### src/rtl/wfg_wishbone_master.sv
// Wishbone classic initiator: each accepted command becomes one single
// read/write transfer, and its result is returned on a valid/ready response stream.
module wfg_wishbone_master #(
    parameter int BUSW    = 32,
    parameter int TIMEOUT = 16
) (
    input  logic              wb_clk_i,
    input  logic              wb_rst_ni,
    input  logic              cmd_valid_i,
    output logic              cmd_ready_o,
    input  logic              cmd_we_i,
    input  logic [BUSW-1:0]   cmd_adr_i,
    input  logic [BUSW-1:0]   cmd_dat_i,
    input  logic [BUSW/8-1:0] cmd_sel_i,
    output logic              rsp_valid_o,
    input  logic              rsp_ready_i,
    output logic [BUSW-1:0]   rsp_dat_o,
    output logic              rsp_err_o,
    output logic              wbm_cyc_o,
    output logic              wbm_stb_o,
    output logic              wbm_we_o,
    output logic [BUSW-1:0]   wbm_adr_o,
    output logic [BUSW-1:0]   wbm_dat_o,
    output logic [BUSW/8-1:0] wbm_sel_o,
    input  logic              wbm_ack_i,
    input  logic [BUSW-1:0]   wbm_dat_i
);

    localparam int SELW = BUSW / 8;
    localparam int CNTW = (TIMEOUT > 1) ? $clog2(TIMEOUT) : 1;
    localparam logic [CNTW-1:0] CNT_LAST = (TIMEOUT > 0) ? CNTW'(TIMEOUT - 1) : '0;

    typedef enum logic [1:0] {
        ST_IDLE = 2'd0,
        ST_BUS  = 2'd1,
        ST_RSP  = 2'd2
    } state_t;

    state_t          r_state, w_state_next;
    logic            r_cyc, w_cyc_next;
    logic            r_we, w_we_next;
    logic [BUSW-1:0] r_adr, w_adr_next;
    logic [BUSW-1:0] r_dat, w_dat_next;
    logic [SELW-1:0] r_sel, w_sel_next;
    logic [CNTW-1:0] r_cnt, w_cnt_next;
    logic            r_rsp_valid, w_rsp_valid_next;
    logic [BUSW-1:0] r_rsp_dat, w_rsp_dat_next;
    logic            r_rsp_err, w_rsp_err_next;
    logic            w_timeout;

    // With TIMEOUT==0 the counter still runs but is never compared.
    assign w_timeout = (TIMEOUT != 0) && (r_cnt == CNT_LAST);

    always_ff @(posedge wb_clk_i or negedge wb_rst_ni) begin
        if (!wb_rst_ni) begin
            r_state     <= ST_IDLE;
            r_cyc       <= 1'b0;
            r_we        <= 1'b0;
            r_adr       <= '0;
            r_dat       <= '0;
            r_sel       <= '0;
            r_cnt       <= '0;
            r_rsp_valid <= 1'b0;
            r_rsp_dat   <= '0;
            r_rsp_err   <= 1'b0;
        end else begin
            r_state     <= w_state_next;
            r_cyc       <= w_cyc_next;
            r_we        <= w_we_next;
            r_adr       <= w_adr_next;
            r_dat       <= w_dat_next;
            r_sel       <= w_sel_next;
            r_cnt       <= w_cnt_next;
            r_rsp_valid <= w_rsp_valid_next;
            r_rsp_dat   <= w_rsp_dat_next;
            r_rsp_err   <= w_rsp_err_next;
        end
    end

    always_comb begin
        w_state_next     = r_state;
        w_cyc_next       = r_cyc;
        w_we_next        = r_we;
        w_adr_next       = r_adr;
        w_dat_next       = r_dat;
        w_sel_next       = r_sel;
        w_cnt_next       = r_cnt;
        w_rsp_valid_next = r_rsp_valid;
        w_rsp_dat_next   = r_rsp_dat;
        w_rsp_err_next   = r_rsp_err;

        case (r_state)
            ST_IDLE: begin
                if (cmd_valid_i) begin
                    w_we_next    = cmd_we_i;
                    w_adr_next   = cmd_adr_i;
                    w_dat_next   = cmd_dat_i;
                    w_sel_next   = cmd_sel_i;
                    w_cyc_next   = 1'b1;
                    w_cnt_next   = '0;
                    w_state_next = ST_BUS;
                end
            end
            ST_BUS: begin
                w_cnt_next = r_cnt + 1'b1;
                // Ack takes priority over a timeout landing on the same cycle.
                if (wbm_ack_i) begin
                    w_cyc_next       = 1'b0;
                    w_rsp_dat_next   = r_we ? '0 : wbm_dat_i;
                    w_rsp_err_next   = 1'b0;
                    w_rsp_valid_next = 1'b1;
                    w_state_next     = ST_RSP;
                end else if (w_timeout) begin
                    w_cyc_next       = 1'b0;
                    w_rsp_dat_next   = '0;
                    w_rsp_err_next   = 1'b1;
                    w_rsp_valid_next = 1'b1;
                    w_state_next     = ST_RSP;
                end
            end
            ST_RSP: begin
                // Acks arriving here (e.g. a slave's trailing ack) are ignored.
                if (rsp_ready_i) begin
                    w_rsp_valid_next = 1'b0;
                    w_state_next     = ST_IDLE;
                end
            end
            default: begin
                w_cyc_next       = 1'b0;
                w_rsp_valid_next = 1'b0;
                w_state_next     = ST_IDLE;
            end
        endcase
    end

    assign cmd_ready_o = (r_state == ST_IDLE);
    assign rsp_valid_o = r_rsp_valid;
    assign rsp_dat_o   = r_rsp_dat;
    assign rsp_err_o   = r_rsp_err;
    assign wbm_cyc_o   = r_cyc;
    assign wbm_stb_o   = r_cyc;
    assign wbm_we_o    = r_we;
    assign wbm_adr_o   = r_adr;
    assign wbm_dat_o   = r_dat;
    assign wbm_sel_o   = r_sel;

endmodule

### config.mk
export PLATFORM = sky130hd
export DESIGN_NAME = wfg_wishbone_master
export DESIGN_NICKNAME = d
export VERILOG_FILES = /design/src/rtl/wfg_wishbone_master.sv
export SDC_FILE = /design/constraint.sdc
export NUM_CORES = 1
export LEC_CHECK = 0
export CAP_MARGIN = 5
export CORE_AREA = 2 2 103 105
export CTS_CLUSTER_DIAMETER = 40
export DETAILED_ROUTE_END_ITERATION = 10
export DIE_AREA = 0 0 105 107
export HOLD_SLACK_MARGIN = 0.06
export PLACE_DENSITY = 0.93
export SLEW_MARGIN = 40
export SYNTH_ARGS = -nofsm -noshare
export SYNTH_HDL_FRONTEND = slang
export SYNTH_SLANG_ARGS = --single-unit
### constraint.sdc
create_clock -name wb_clk_i -period 2.9 [get_ports wb_clk_i]
set_input_delay 0.58 -clock wb_clk_i [delete_from_list [all_inputs] [get_ports wb_clk_i]]
set_output_delay 0.58 -clock wb_clk_i [all_outputs]
set_load 0.1 [all_outputs]
==> flow_metrics.env <==
export IMPL_grt_pass1_wl_mm=17.44
export IMPL_via_per_inst=4.771
export IMPL_slew_headroom=0.6213
export IMPL_cts_setup_buffers=0
export IMPL_placed_cell_area_sq_mm=0.006116
export IMPL_synth_top_area_cell="dfrtp_1"
export IMPL_synth_simple_area_share=0.2148
export IMPL_netlist_area_sq_mm=0.004229
export IMPL_max_freq_mhz=515.3
export IMPL_synthAdderAreaFrac=0.002959
export IMPL_synth_top_family_by_area="simple AND/OR/NAND/NOR gates"
export IMPL_synth_area_mux_share=0
export IMPL_dr_pass1_iters=4
export IMPL_cts_resized=0
export IMPL_insertion_delay_ps=370
export IMPL_portBuffers=211
export IMPL_drt_wl_total_mm=11.08
export IMPL_hold_viol=0
export IMPL_drt_iter0_drc=222
export IMPL_layoutNonFillerInstCount=751
export IMPL_synth_warnings=0
export IMPL_coreArea_sq_mm=0.01009
export IMPL_finalMaxSlewViolations=0
export IMPL_cp_required_ps=2320
export IMPL_rsz0062_at_grt="no"
export IMPL_worstSetupPathType="flop to output pin"
export IMPL_cts_made_buffers=9
export IMPL_crit_path_start_kind="flop"
export IMPL_grt_ovfl_total=0
export IMPL_wl_per_cell_microns=14.75
export IMPL_path_clk_slew_ps=110
export IMPL_grt_antenna_before_repair=0
export IMPL_diodes=0
export IMPL_syn_inst=406
export IMPL_cts_sinks=110
export IMPL_synthToLayoutAreaGrowth_pct=49.05
export IMPL_reg2reg_from="r_state[0]$_DFFE_PN0P_"
export IMPL_setup_viol=0
export IMPL_finalCritPeriodShare=0.6692
export IMPL_yosysSeqAreaShare=0.6509
export IMPL_syn_nets=513
export IMPL_worstPathMaxFanout=9
export IMPL_endpoint="cmd_ready_o"
export IMPL_htree_levels=3
export IMPL_worstSetupEndpointType="output pin"
export IMPL_synth_compound_area_frac=0.07929
export IMPL_rows=37
export IMPL_grt_pass1_vias=3619
export IMPL_die_width_microns=105
export IMPL_stdcell_area_sq_mm=0.006304
export IMPL_clock_skew_ps=14.29
export IMPL_hpwlAfterDp_mm=8.192
export IMPL_status="finished, final reports clean"
export IMPL_root_buffer="clkbuf_8"
export IMPL_r2r_cells=4
export IMPL_synthXorXnorAreaFrac=0.002071
export IMPL_die_y_microns=107
export IMPL_tightest_slew_ps=568.1
export IMPL_cp_arrival_ps=1360
export IMPL_clockBufferDepth=2
export IMPL_worstSetupStartpoint="r_state[0]$_DFFE_PN0P_"
export IMPL_ys_types=23
export IMPL_cts_tree="built"
export IMPL_ctsHoldBuffers=0
export IMPL_place_inst=735
export IMPL_track_usage=0.1936
export IMPL_r2r_slack_ps=1220
export IMPL_grt_max_degree=67
export IMPL_initial_utilization=0.4190
export IMPL_cap_viol_max_count=0
export IMPL_postRouteAntennaNets=0
export IMPL_ys_seq_elements=110
export IMPL_io_pins=212
export IMPL_setup_tns_ps=0
export IMPL_synth_area_leaders="dfrtp_1 (65%), nand2_1 (19%), a22o_1 (6.6%), buf_6 (3.5%), buf_2 (1.2%)"
export IMPL_synth_top_area_frac=0.6509
export IMPL_drive_above_1_share=0.2179
export IMPL_syn_area_per_cell_sq_um=10.42
export IMPL_drt_drc_violations_left=0
export IMPL_final_nets=717
export IMPL_period_needed_ps=1941
export IMPL_r2r_end="r_cnt[0]$_DFFE_PN0P_"
export IMPL_worst_hold_path_type="input pin to async pin"
export IMPL_route_vias_total=3583
export IMPL_gp_congestion=0.8012
export IMPL_dieArea_sq_mm=0.01124
cell usage after synthesis:
| cell type | instances |
|---|---|
| a22o_1 | 32 |
| nor3b_4 | 1 |
| inv_1 | 2 |
| a31o_2 | 1 |
| o21ai_0 | 3 |
| o32ai_1 | 1 |
| o31ai_1 | 1 |
| buf_4 | 1 |
| nand2b_4 | 1 |
| buf_2 | 10 |
| and2b_1 | 1 |
| a21oi_1 | 3 |
| nand3_1 | 6 |
| nor3b_2 | 1 |
| nand3b_1 | 1 |
| ha_1 | 1 |
| nand2_1 | 211 |
| dfrtp_1 | 110 |
| or3b_1 | 1 |
| or3_1 | 1 |
| nor2_1 | 3 |
| buf_6 | 13 |
| xor2_1 | 1 |
sequential cells by signal (all words and copies together), names as in the netlist:
signal       count
wbm_cyc_o        1
rsp_valid_o      1
r_state          2
rsp_err_o        1
wbm_adr_o       32
wbm_sel_o        4
wbm_dat_o       32
rsp_dat_o       32
r_cnt            4
wbm_we_o         1
worst max-delay path, stage by stage, from the launching register on:
cell     delay [ps]
dfrtp_1         520
nor2_1          180
buf_4           310
how the worst min path moves through the flow:
stage / end / slack [ps] / cells past startpoint
finish: rsp_dat_o[13]$_DFFE_PN0P_ / 190 / 1
global route: rsp_dat_o[14]$_DFFE_PN0P_ / 220 / 1
CTS: rsp_dat_o[13]$_DFFE_PN0P_ / 210 / 1
detailed placement: wbm_dat_o[2]$_DFFE_PN0P_ / 460 / 2
global placement: wbm_adr_o[27]$_DFFE_PN0P_ / 460 / 2
floorplan: r_cnt[0]$_DFFE_PN0P_ / 280 / 0
final cells by class:
cell class              count  area (sq um)
clock buffers               9         123.9
clock inverters             7         63.81
inverters                   2         7.507
repair buffers            217          1914
well taps                 136         170.2
multi-input cells         270          1271
fillers                   850          3789
flip-flops and latches    110          2753
placed cells by master (no fill, tap or decap), drive strengths merged, types with 2 or more instances in the layout:
cell type / instances
dfrtp: 110
o21ai: 3
clkbuf: 9
a22o: 32
a21oi: 3
clkinv: 2
nand2: 211
inv: 6
nor3b: 2
buf: 113
nand3: 6
nor2: 3
clkdlybuf4s50: 104
per-layer routing:
| metal | wire length (microns) | vias up | track usage |
|---|---|---|---|
| met3 | 733 | 15 | 0.05106 |
| met2 | 5783 | 143 | 0.3353 |
| li1 | - | 1706 | - |
| met4 | 167 | 0 | 0.06381 |
| met5 | 0 | - | 0 |
| met1 | 4394 | 1719 | 0.2359 |
cell families after synthesis:
family          after synthesis
fa+ha+maj                     1
compound gates               41
buf+inv                      26
flops                       110
simple gates                227
xor+xnor                      1
stage by stage:
| stage | util | setup slack, ps | hold slack (ps) |
|---|---|---|---|
| final | 0.6246 | 959.2 | 192.1 |
| after CTS | 0.6246 | 936.3 | 205.4 |
| after global routing | 0.6246 | 890.4 | 222.3 |
| after detailed placement | 0.6060 | 686.4 | 463.8 |
| after floorplan | - | 568.2 | 284.4 |
| after global placement | 0.6060 | 729.2 | 460.7 |
Power is left out: the tool's default activity adds up to more than one toggle a clock period on the data nets, which glitch-free logic cannot reach.
